$ cat config.mk
export PLATFORM = sky130hd
export DESIGN_NAME = addsub16_delta_flat
export DESIGN_NICKNAME = d
export VERILOG_FILES = /design/src/rtl/addsub16_delta_if.sv /design/src/rtl/addsub16_delta.sv /design/src/flat_wrapper.sv
export SDC_FILE = /design/constraint.sdc
export NUM_CORES = 1
export LEC_CHECK = 0
export BUFFER_PORTS_ARGS = -buffer_cell sky130_fd_sc_hd__buf_2
export CORE_MARGIN = 4
export CORE_UTILIZATION = 42
export DETAILED_ROUTE_END_ITERATION = 8
export PLACE_DENSITY = 0.69
export SLEW_MARGIN = 40
export SYNTH_ARGS = -nofsm -noshare
export SYNTH_HDL_FRONTEND = slang
export SYNTH_SLANG_ARGS = --single-unit
$ cat constraint.sdc
create_clock -name clk -period 3.72 [get_ports clk]
set_input_delay 0.558 -clock clk [delete_from_list [all_inputs] [get_ports clk]]
set_output_delay 0.558 -clock clk [all_outputs]
set_load 0.03 [all_outputs]
$ cat src/rtl/addsub16_delta_if.sv
// Stream interface for addsub16_delta.
// Carries accumulator samples in and recovered {ERR, ZERO, SET, DATA} steps out.
interface addsub16_delta_if #(
   parameter int unsigned FIFO_DEPTH = 4
) ();
   localparam int unsigned CW = $clog2(FIFO_DEPTH) + 1;

   logic [15:0]   din_i;
   logic          din_vld_i;
   logic          din_rdy_o;
   logic [15:0]   data_o;
   logic          set_o;
   logic          err_o;
   logic          zero_o;
   logic          dout_vld_o;
   logic          dout_rdy_i;
   logic [CW-1:0] count_o;

   modport slave (
      input  din_i, din_vld_i, dout_rdy_i,
      output din_rdy_o, data_o, set_o, err_o, zero_o, dout_vld_o, count_o
   );

   modport master (
      output din_i, din_vld_i, dout_rdy_i,
      input  din_rdy_o, data_o, set_o, err_o, zero_o, dout_vld_o, count_o
   );
endinterface

$ cat src/rtl/addsub16_delta.sv
// Recovers {magnitude, direction} steps from a stream of 16-bit up/down accumulator values.
// One compute register feeds a small FIFO; the staged entry counts toward occupancy.
module addsub16_delta #(
   parameter int unsigned FIFO_DEPTH = 4,
   parameter logic [15:0] MAX_STEP   = 16'h7FFF
) (
   input logic              clk,
   input logic              rst_n,
   input logic              en_i,
   input logic              clr_i,
   addsub16_delta_if.slave  bus
);
   localparam int unsigned AW = $clog2(FIFO_DEPTH);
   localparam int unsigned CW = AW + 1;

   typedef struct packed {
      logic        err;
      logic        zero;
      logic        set;
      logic [15:0] data;
   } entry_t;

   typedef enum logic {IDLE, RUN} state_t;

   state_t        state_q, state_d;
   logic [15:0]   ref_q, ref_d;
   entry_t        stg_q, stg_d;
   logic          stg_vld_q, stg_vld_d;
   entry_t        mem_q [FIFO_DEPTH];
   logic [AW-1:0] wr_ptr_q, wr_ptr_d;
   logic [AW-1:0] rd_ptr_q, rd_ptr_d;
   logic [CW-1:0] fcnt_q, fcnt_d;
   logic [CW-1:0] count_q, count_d;
   logic          din_rdy_q, din_rdy_d;
   logic          dout_vld_q, dout_vld_d;

   logic          accept;
   logic          pop;
   logic          push;
   logic [15:0]   diff;
   logic [15:0]   mag;
   entry_t        step;
   entry_t        head;

   assign accept = bus.din_vld_i & din_rdy_q & en_i;
   assign pop    = dout_vld_q & bus.dout_rdy_i;

   // Modular difference handles wrap; 16'h8000 has no signed magnitude, so it is flagged.
   always_comb begin
      diff      = bus.din_i - ref_q;
      mag       = diff[15] ? 16'(~diff + 16'd1) : diff;
      step.set  = diff[15];
      step.data = mag;
      step.zero = (diff == 16'h0000);
      step.err  = (diff == 16'h8000) | (mag > MAX_STEP);
   end

   always_comb begin
      state_d = state_q;
      ref_d   = ref_q;
      push    = 1'b0;
      if (clr_i) begin
         state_d = IDLE;
      end else if (accept) begin
         ref_d = bus.din_i;
         case (state_q)
            IDLE:    state_d = RUN;
            RUN:     push    = 1'b1;
            default: state_d = IDLE;
         endcase
      end
   end

   // Staged entry always finds room: total occupancy never exceeds FIFO_DEPTH.
   always_comb begin
      stg_vld_d  = push;
      stg_d      = push ? step : stg_q;
      wr_ptr_d   = wr_ptr_q + AW'(stg_vld_q);
      rd_ptr_d   = rd_ptr_q + AW'(pop);
      fcnt_d     = fcnt_q + CW'(stg_vld_q) - CW'(pop);
      count_d    = fcnt_d + CW'(stg_vld_d);
      din_rdy_d  = (count_d < CW'(FIFO_DEPTH));
      dout_vld_d = (fcnt_d != '0);
   end

   always_ff @(posedge clk or negedge rst_n) begin
      if (!rst_n) begin
         state_q    <= IDLE;
         ref_q      <= '0;
         stg_q      <= '0;
         stg_vld_q  <= 1'b0;
         wr_ptr_q   <= '0;
         rd_ptr_q   <= '0;
         fcnt_q     <= '0;
         count_q    <= '0;
         din_rdy_q  <= 1'b0;
         dout_vld_q <= 1'b0;
         for (int i = 0; i < int'(FIFO_DEPTH); i++) mem_q[i] <= '0;
      end else begin
         state_q    <= state_d;
         ref_q      <= ref_d;
         stg_q      <= stg_d;
         stg_vld_q  <= stg_vld_d;
         wr_ptr_q   <= wr_ptr_d;
         rd_ptr_q   <= rd_ptr_d;
         fcnt_q     <= fcnt_d;
         count_q    <= count_d;
         din_rdy_q  <= din_rdy_d;
         dout_vld_q <= dout_vld_d;
         if (stg_vld_q) mem_q[wr_ptr_q] <= stg_q;
      end
   end

   assign head           = mem_q[rd_ptr_q];
   assign bus.data_o     = head.data;
   assign bus.set_o      = head.set;
   assign bus.err_o      = head.err;
   assign bus.zero_o     = head.zero;
   assign bus.dout_vld_o = dout_vld_q;
   assign bus.din_rdy_o  = din_rdy_q;
   assign bus.count_o    = count_q;
endmodule

$ cat src/flat_wrapper.sv
// flat-port wrapper written by rule: the top's interface ports become plain ports
module addsub16_delta_flat 
#(
   parameter int unsigned FIFO_DEPTH = 4,
   parameter logic [15:0] MAX_STEP   = 16'h7FFF
)
  (clk, rst_n, en_i, clr_i, bus_din_i, bus_din_vld_i, bus_dout_rdy_i, bus_din_rdy_o, bus_data_o, bus_set_o, bus_err_o, bus_zero_o, bus_dout_vld_o, bus_count_o);
  addsub16_delta_if #(.FIFO_DEPTH(FIFO_DEPTH)) bus_i ();
  input logic clk;
  input logic rst_n;
  input logic en_i;
  input logic clr_i;
  input wire logic [$bits(bus_i.din_i)-1:0] bus_din_i;
  input wire logic [$bits(bus_i.din_vld_i)-1:0] bus_din_vld_i;
  input wire logic [$bits(bus_i.dout_rdy_i)-1:0] bus_dout_rdy_i;
  output wire logic [$bits(bus_i.din_rdy_o)-1:0] bus_din_rdy_o;
  output wire logic [$bits(bus_i.data_o)-1:0] bus_data_o;
  output wire logic [$bits(bus_i.set_o)-1:0] bus_set_o;
  output wire logic [$bits(bus_i.err_o)-1:0] bus_err_o;
  output wire logic [$bits(bus_i.zero_o)-1:0] bus_zero_o;
  output wire logic [$bits(bus_i.dout_vld_o)-1:0] bus_dout_vld_o;
  output wire logic [$bits(bus_i.count_o)-1:0] bus_count_o;
  assign bus_i.din_i = bus_din_i;
  assign bus_i.din_vld_i = bus_din_vld_i;
  assign bus_i.dout_rdy_i = bus_dout_rdy_i;
  assign bus_din_rdy_o = bus_i.din_rdy_o;
  assign bus_data_o = bus_i.data_o;
  assign bus_set_o = bus_i.set_o;
  assign bus_err_o = bus_i.err_o;
  assign bus_zero_o = bus_i.zero_o;
  assign bus_dout_vld_o = bus_i.dout_vld_o;
  assign bus_count_o = bus_i.count_o;
  addsub16_delta #(.FIFO_DEPTH(FIFO_DEPTH), .MAX_STEP(MAX_STEP)) u_core (.clk(clk), .rst_n(rst_n), .en_i(en_i), .clr_i(clr_i), .bus(bus_i));
endmodule
Word level (Yosys, flattened, before mapping)
Index checks and enable logic that the tools add are counted.
{"block": "totals", "memories": 0, "in_bits": 22, "ram_bits": 0, "latch_bits": 0, "mem_bits_ro": 0, "ff_bits": 125}
{"block": "op_classes", "mux": 12, "n_bitwise": 8, "n_eq_ne": 1, "n_shift": 0, "div": 0, "addsub": 7, "n_mul": 0, "n_reduce_logical": 5, "n_lt_le_gt_ge": 5}
{"op": "76-bit bitwise mux", "n": 1}
{"op": "19-bit 2-to-1 mux", "n": 3}
{"op": "19-bit binary-select mux with 2-bit select", "n": 1}
{"op": "19-bit demux with 2-bit select", "n": 1}
{"op": "16-bit by 1-bit adder with 16-bit output (second input constant)", "n": 1}
{"op": "16-bit equality test (second input constant)", "n": 1}
{"op": "16-bit by 15-bit > comparator with 1-bit output (second input constant)", "n": 1}
{"op": "16-bit zero test", "n": 1}
{"op": "16-bit 2-to-1 mux", "n": 1}
{"op": "16-bit inverter", "n": 1}
{"op": "16-bit subtractor", "n": 1}
{"op": "3-bit by 1-bit adder with 3-bit output", "n": 2}
{"op": "3-bit >= comparator (second input constant)", "n": 2}
{"op": "2-bit inverter with 3-bit output", "n": 2}
{"op": "1-bit 2-to-1 mux", "n": 5}
{"op": "2-bit by 1-bit adder with 2-bit output", "n": 2}
{"op": "1-bit AND", "n": 3}
{"op": "3-bit by 1-bit < comparator with 1-bit output (second input constant)", "n": 1}
{"op": "3-bit < comparator (second input constant)", "n": 1}
{"op": "3-bit nonzero test", "n": 1}
{"op": "3-bit by 1-bit subtractor with 3-bit output", "n": 1}
{"op": "2-bit AND reduction", "n": 1}
{"op": "2-bit nonzero test", "n": 1}
{"op": "1-bit logical AND", "n": 1}
{"op": "2 further kinds", "n": 2}

Longest topological paths before layout
Gate-level depths: netlist of the first run.
{"block": "logic_depth", "depth_word": 6, "mapped_depth": 12, "mapped_depth_nobuf": 12}

Worst setup path after synthesis of the first run
No wires, ideal clock.
{"block": "synth_timing", "path_kind": "in2reg", "from": "input port bus_din_i[0]", "to": "register u_core.stg_q[13] in the netlist's numbering", "setup_slack_ps": 717, "setup_time_ps": 123, "required_ps": 3597, "arrival_ps": 2880, "stages": 12, "cell_sequence": "inv_1 > ha_1 > inv_1 > fa_1 > a21o_2 > a221oi_4 > o21ai_0 > xor2_1 > nand4bb_4 > o41ai_1 > xor2_1 > o21ai_1"}
{"block": "synth_via", "elab_chain_cells": 4}
{"item": "start, declared", "line_no": "flat_wrapper.sv:13", "text": "input wire logic [$bits(bus_i.din_i)-1:0] bus_din_i;"}
{"item": "16-bit subtractor *", "line_no": "addsub16_delta.sv:50", "text": "diff = bus.din_i - ref_q;"}
{"item": "16-bit inverter", "line_no": "addsub16_delta.sv:51", "text": "mag = diff[15] ? 16'(~diff + 16'd1) : diff;"}
{"item": "16-bit by 1-bit adder with 16-bit output", "line_no": "addsub16_delta.sv:51"}
{"item": "16-bit 2-to-1 mux *", "line_no": "addsub16_delta.sv:51"}
{"item": "end signal, assigned", "line_no": "addsub16_delta.sv:102", "text": "stg_q <= stg_d;"}
{"item": "end, declared", "line_no": "addsub16_delta.sv:27", "text": "entry_t stg_q, stg_d;"}
Mark *: on every way between the ends. The rest lies on a longest branch, timed or not.
A chain may end at the register's enable or synchronous reset.

Final worst setup path of the first run
{"block": "layout_timing", "from": "register u_core.ref_q[0]", "to": "register u_core.stg_q[13] in the netlist's numbering"}
{"block": "layout_via", "elab_chain_cells": 4}
{"item": "start, declared", "line_no": "addsub16_delta.sv:26", "text": "logic [15:0] ref_q, ref_d;"}
{"item": "start signal, assigned", "line_no": "addsub16_delta.sv:101", "text": "ref_q <= ref_d;"}
{"item": "16-bit subtractor *", "line_no": "addsub16_delta.sv:50"}
{"item": "16-bit inverter", "line_no": "addsub16_delta.sv:51"}
{"item": "16-bit by 1-bit adder with 16-bit output", "line_no": "addsub16_delta.sv:51"}
{"item": "16-bit 2-to-1 mux *", "line_no": "addsub16_delta.sv:51"}
Marks and branches as above.

==> out/metrics.csv, run 1 <==
stage,metric,value,unit
run_status,status,completed,
layout,multiInputGateArea,0.00311,mm2
synth,yosysTopAreaCell,dfrtp_1,
detailed_routing,drc_errors,0,
synth,syn_nets,558,
synth,yosysSeqAreaShare,48.5,%
detailed_routing,avgViaCountPerCell,5.36,
synth,synth_compound_area_share,8.63,%
grt,antenna_found_initial,0,
cts,clk_latency,0.42,ns
timing,worst_pin_slew,0.719,ns
detailed_routing,wl_per_cell,16.8,um
cts,cts_resized,0,
timing,rsz0062_at_grt,false,
floorplanning,fp-row-count,45,
floorplanning,die-area,0.0174,mm2
detailed_routing,dr.pass1.iters,5,
grt,overflow,0,
synth,synth_top_family_by_area,multiplexers,
grt,grt_pass1_wl,22000,um
synth,async_flop_share,100,%
cts,cts_made_buffers,17,
critical_path,slowest_stage,o41ai_1,
power,p_leak,3.63,nW
layout,layout_common_cells,"dfrtp_1 (124), mux2_2 (91), buf_2 (44)",
detailed_routing,ant_nets,0,
critical_path,arrival,3.34,ns
synth,synthTopCellsByArea,"dfrtp_1 (49%), mux2_2 (16%), mux4_2 (6.6%)",
critical_path,critical_path_class,flop to flop,
grt,grt_start_max_net_pins,80,
cts,htree_levels,4,
synth,ys.flop_type,dfrtp_1,
critical_path,cp.required,4.00,ns
layout,n_antenna_cell,0,
cts,clock-root-buffer,clkbuf_16,
placed_design,gp_congestion,0.850,
cts,clock-sinks,125,
synth,synth_edf_count,0,
layout,layout-drive-gt1-share,37.7,%
power,peakVddDrop,0.454,mV
timing,maxSlewHeadroom,52.1,%
synth,ys_types,61,
synth,yosysWarnings,0,
critical_path,cp-end-kind,flop,
timing,whs,0.174,ns
layout,final_nets,614,
timing,hold_viol_final,0,
timing,finalSetupViolCount,0,
layout,final_common_cell,dfrtp_1,
synth,syn_inst,512,
placed_design,portBuffers,45,
floorplanning,start_util,42.6,%
cts,cts_hold_buf,0,
synth,syn_area,0.00645,mm2
synth,yosysTopAreaCellShare,48.5,%
critical_path,cp_max_fo,6,
critical_path,crit_top_cell,xor2_1,
cts,clockBufferDepth,2,
floorplanning,die_y,132,um
floorplanning,ios,46,
layout,final-seq-area,0.00313,mm2
grt,track_usage,15.7,%
synth,synth_seq_cells,125,
critical_path,cp_slowest_stage_delay,0.43,ns
timing,skew,0.00830,ns
critical_path,path_cells,ha_1 -> inv_1 -> fa_1 -> a21o_2 -> a221oi_4 -> o21ai_0 -> xor2_1 -> nand4bb_4 -> o41ai_1 -> xor2_1 -> o21ai_1,
cts,post_cts_buffers,0,
flow_run,maxCapViolCount,0,
synth,syn_area_per_cell,12.6,um2
timing,setup-tns-final,0,ns
hold_path,holdCritPathClass,primary input to asynchronous set/reset pin,
timing,max_freq,0.327,GHz
cts,cts_tree,yes,
layout,nFillCells,1295,
cts,clk_pin_slew,0.06,ns
power,powerDensity,804,mW/mm2
detailed_routing,vias,4124,
floorplanning,die_w,132,um
placed_design,dp.final_hpwl,9350,um
timing,drv_slew,0,
critical_path,cp-start-kind,flop,
detailed_routing,drt_wl_total,12900,um
timing,fin_crit,3.06,ns
synth,synthSimpleGateAreaFrac,7.64,%
floorplanning,core,0.0151,mm2
synth,synth.area.mux_share,22.7,%
grt,grt_pass1_vias,4420,
layout,syn2layout_area_growth,17.0,%
synth,synthAdderAreaFrac,4.89,%
detailed_routing,drt-initial-drc-count,228,
synth,synth-xor-area-share,4.04,%
timing,fin_crit_sh,82.3,%
==> cell families (layout without fill, tap and decap cells) <==
logic type,Yosys count,in the layout
buffers and inverters,49,118
AND/OR/NAND/NOR,95,95
XOR/XNOR,28,28
multiplexers,111,111
AO/OA/AOI/OAI,80,80
adder cells (fa/ha/maj),24,24
flip-flops,125,125
==> path summary, 6_finish.rpt <==
| kind | from | endpoint | slack, ns | cells past startpoint |
|---|---|---|---|---|
| setup / recovery | u_core.ref_q[0] | u_core.stg_q[13] | 0.66 | 11 |
| hold / removal | rst_n | u_core.ref_q[10] | 0.17 | 1 |
| setup reg to reg | u_core.ref_q[0] | u_core.stg_q[13] | 0.66 | 11 |
| hold reg to reg | u_core.mem_q[11] | u_core.mem_q[11] | 0.50 | 1 |
| max in group asynchronous | rst_n | u_core.mem_q[72] | 2.85 | 2 |
| min in group clk | clr_i | u_core.state_q | 0.34 | 2 |
==> registers in the layout, indices dropped and copies added, names as in the netlist <==
| register | count |
|---|---|
| u_core.fcnt_q | 3 |
| u_core.mem_q | 76 |
| u_core.ref_q | 16 |
| u_core.wr_ptr_q | 2 |
| u_core.state_q | 1 |
| u_core.bus.count_o | 3 |
| u_core.rd_ptr_q | 2 |
| u_core.bus.din_rdy_o | 1 |
| u_core.bus.dout_vld_o | 1 |
| u_core.stg_q | 19 |
| u_core.stg_vld_q | 1 |
==> critical path, delay by kind of cell (launching register included) <==
kind	cells	cell delay, ns
DFF	1	0.35
adders and majority gates	2	0.59
AOI/OAI and AO/OA	5	1.25
xor gates and xnor gates	2	0.42
and+or+nand+nor	1	0.27
buffers and inverters	1	0.05
==> synth_stat cells, types with 3 or more instances <==
master,number
dfrtp_1,125
mux2_2,91
nand2_1,39
o21ai_0,31
inv_1,29
ha_1,22
mux4_2,19
nor2_1,15
xnor2_1,13
xor2_1,13
a21oi_1,12
clkbuf_1,12
and3_1,5
nor3_1,5
a21o_2,4
and2_1,4
nand3_1,4
nand3b_1,4
nor2b_1,4
o21ai_1,4
a211oi_1,3
a221oi_1,3
buf_6,3
o31ai_1,3
==> per-stage QoR <==
stage          setup slack (ns)  power [mW]  instances  utilization [%]  area, um2
5_1_grt                   0.424        6.50        769             49.8       7540
6_report                  0.658        6.06        769             49.8       7540
2_1_floorplan             0.717        3.85        512                -       6450
3_5_place_dp              0.293        4.43        737             45.8       6940
4_1_cts                   0.663        6.12        769             49.8       7540
3_3_place_gp              0.318        4.31        731             45.3       6860
==> layout make-up <==
type | instances | share of cell area, %
Tap cell | 188 | 3.12
Clock buffer | 21 | 6.24
Multi-Input combinational cell | 338 | 41.3
Inverter | 29 | 1.44
Timing Repair Buffer | 57 | 4.73
Sequential cell | 125 | 41.5
Clock inverter | 11 | 1.73
==> report_power, final <==
part           total, mW  switching, mW  internal [mW]
sequential          1.90          0.269           1.63
clock               1.65          0.608           1.04
combinational       2.51           1.41           1.10
==> metal layers <==
| metal | up-vias | global-route usage, % | part of all wire, % |
|---|---|---|---|
| met4 | 0 | 5.60 | 1.6 |
| met3 | 21 | 4.01 | 3.4 |
| met5 | - | 0 | 0 |
| li1 | 1968 | - | - |
| met1 | 2060 | 19.6 | 45 |
| met2 | 75 | 26.7 | 50 |
(Power assumes the default switching activity.)
==> run 2: changes to the inputs <==
==> constraint.sdc (replaced) <==
create_clock -name clk -period 3 [get_ports clk]
set_input_delay 0.45 -clock clk [delete_from_list [all_inputs] [get_ports clk]]
set_output_delay 0.45 -clock clk [all_outputs]
set_load 0.03 [all_outputs]
==> out/metrics.csv, run 2 (synthesized netlist as in run 1, its figures left out) <==
stage,metric,value,unit,change
cts,htree_levels,4,,unchanged
flow_run,maxCapViolCount,0,,unchanged
cts,clk_pin_slew,0.06,ns,about the same
layout,regMostFlops,u_core.mem_q,,
placed_design,portBuffers,45,,unchanged
timing,fin_crit,2.87,ns,-0.192 ns
timing,rsz0062_at_grt,true,,
cts,post_cts_buffers,0,,unchanged
cts,clockBufferDepth,2,,unchanged
floorplanning,core,0.0151,mm2,unchanged
detailed_routing,vias,4107,,-0.41%
layout,layout-drive-gt1-share,39.0,%,+1.3 points
cts,cts_tree,yes,,
timing,max_freq,0.348,GHz,+6.7%
power,power,7.70,mW,+27%
timing,skew,0.00801,ns,-0.000292 ns
cts,clock-sinks,125,,unchanged
timing,maxSlewHeadroom,50.8,%,-1.3 points
run_status,status,completed,,
detailed_routing,drc_errors,0,,unchanged
grt,overflow,0,,unchanged
power,powerDensity,1010,mW/mm2,+26%
critical_path,path_cells,ha_1 -> inv_1 -> fa_1 -> a21o_2 -> a221oi_4 -> buf_4 -> xnor2_2 -> a31oi_4 -> nand4bb_4 -> nor4_1 -> nand3b_1 -> o21ai_0,,
floorplanning,start_util,42.6,%,unchanged
floorplanning,die-area,0.0174,mm2,unchanged
timing,drv_slew,0,,unchanged
detailed_routing,drt-initial-drc-count,171,,-25%
critical_path,arrival,3.20,ns,-0.14 ns
layout,n_antenna_cell,0,,unchanged
placed_design,dp.final_hpwl,8830,um,-5.5%
timing,finalSetupViolCount,0,,unchanged
grt,grt_pass1_vias,4237,,-4.1%
cts,clk_latency,0.41,ns,about the same
critical_path,cp-start-kind,flop,,
layout,reg_top3,"u_core.mem_q (76), u_core.stg_q (19), u_core.ref_q (16)",,
floorplanning,die_w,132,um,unchanged
cts,clock-root-buffer,clkbuf_16,,
layout,nFillCells,1316,,+1.6%
layout,syn2layout_area_growth,18.1,%,
detailed_routing,drt_wl_total,12500,um,-3.7%
cts,cts_made_buffers,17,,unchanged
power,p_leak,3.68,nW,+1.4%
cts,cts_hold_buf,0,,unchanged
layout,layout_common_cells,"dfrtp_1 (125), mux2_2 (91), buf_2 (44)",,
critical_path,cp_max_fo,6,,unchanged
layout,final_common_cell,dfrtp_1,,
grt,track_usage,14.9,%,-0.82 points
placed_design,gp_congestion,0.771,,-9.3%
detailed_routing,avgViaCountPerCell,5.25,,-2.2%
detailed_routing,dr.pass1.iters,4,,-1
hold_path,holdCritPathClass,primary input to asynchronous set/reset pin,,
placed_design,placedInstanceArea,0.00701,mm2,+1.0%
critical_path,slowest_stage,nor4_1,,
critical_path,critical_path_class,flop to flop,,
layout,final_nets,628,,+2.3%
power,peakVddDrop,0.579,mV,+28%
floorplanning,die_y,132,um,unchanged
detailed_routing,ant_nets,0,,unchanged
layout,final_area,0.00762,mm2,+1.0%
detailed_routing,wl_per_cell,15.9,um,-5.4%
floorplanning,fp-row-count,45,,unchanged
timing,fin_crit_sh,95.7,%,+13 points
timing,worst_pin_slew,0.739,ns,+0.0200 ns
grt,antenna_found_initial,0,,unchanged
critical_path,cp_slowest_stage_delay,0.42,ns,about the same
grt,grt_start_max_net_pins,57,,-29%
layout,largest_reg_flops,76,,unchanged
grt,grt_pass1_wl,21100,um,-4.2%
critical_path,cp.required,3.33,ns,-0.67 ns
timing,hold_viol_final,0,,unchanged
critical_path,cp-end-kind,flop,,
floorplanning,ios,46,,unchanged
run 2: cell count changes in the layout (fill, tap and decap cells not counted), sizes merged:
cell,delta
inv,+1
clkinv,+2
buf,+14
clkbuf,-3
run 2: final timing paths:
kind / depth (start not counted) / slack (ns) / startpoint / to
worst min register to register: 2 / 0.49 / u_core.ref_q[0] / u_core.ref_q[0]
max in group asynchronous: 2 / 2.11 / rst_n / u_core.ref_q[7]
worst min-delay path: 1 / 0.08 / rst_n / u_core.ref_q[15]
worst max-delay path: 12 / 0.13 / u_core.ref_q[0] / u_core.stg_q[17]
min in group clk: 2 / 0.23 / clr_i / u_core.state_q
worst max register to register: 12 / 0.13 / u_core.ref_q[0] / u_core.stg_q[17]
run 2: critical path: cells and delay by family (launching register included):
family / cells / cell delay [ns]
buf+inv: 2 / 0.23
compound gates: 4 / 0.85
simple gates: 3 / 0.72
xor+xnor: 1 / 0.08
fa+ha+maj: 2 / 0.57
flops: 1 / 0.34
run 2: cell type report:
class / count / area (um2) / share of cell area [%]
sequential: 125 / 3130 / 41.1
inverter: 29 / 109 / 1.43
tap: 188 / 235 / 3.09
multi-input combinational: 338 / 3110 / 40.8
clock buffer: 18 / 429 / 5.63
timing repair buffer: 71 / 448 / 5.88
clock inverter: 14 / 161 / 2.12
run 2: power breakdown:
| part | switching, mW | internal, mW | total [mW] |
|---|---|---|---|
| Clock | 0.786 | 1.24 | 2.02 |
| Combinational | 1.81 | 1.59 | 3.40 |
| Sequential | 0.255 | 2.02 | 2.27 |
run 2: stage by stage:
step           hold slack (ns)  utilization, %  instances  setup TNS, ns  worst slack, ns
2_1_floorplan            0.154               -        512              0            0.105
3_3_place_gp             0.476            46.3        751         -0.112          -0.0803
3_5_place_dp             0.483            46.3        751         -0.643           -0.159
4_1_cts                 0.0984            50.2        783              0            0.111
5_1_grt                  0.122            50.3        783         -0.406           -0.136
6_report                0.0771            50.3        783              0            0.130
run 2: per-layer routing:
layer	wire length, um	up-vias	global-route usage (%)
met4	61	0	4.14
met2	6130	60	24.0
met3	424	4	4.43
met1	5840	2043	19.8
met5	0	-	0
li1	-	2000	-
run 2: timing repair:
action | 4_1_cts | 5_1_grt
resized for setup | 0 | 2
endpoints found under the hold margin | 0 | 0
setup endpoints to repair | 0 | 7
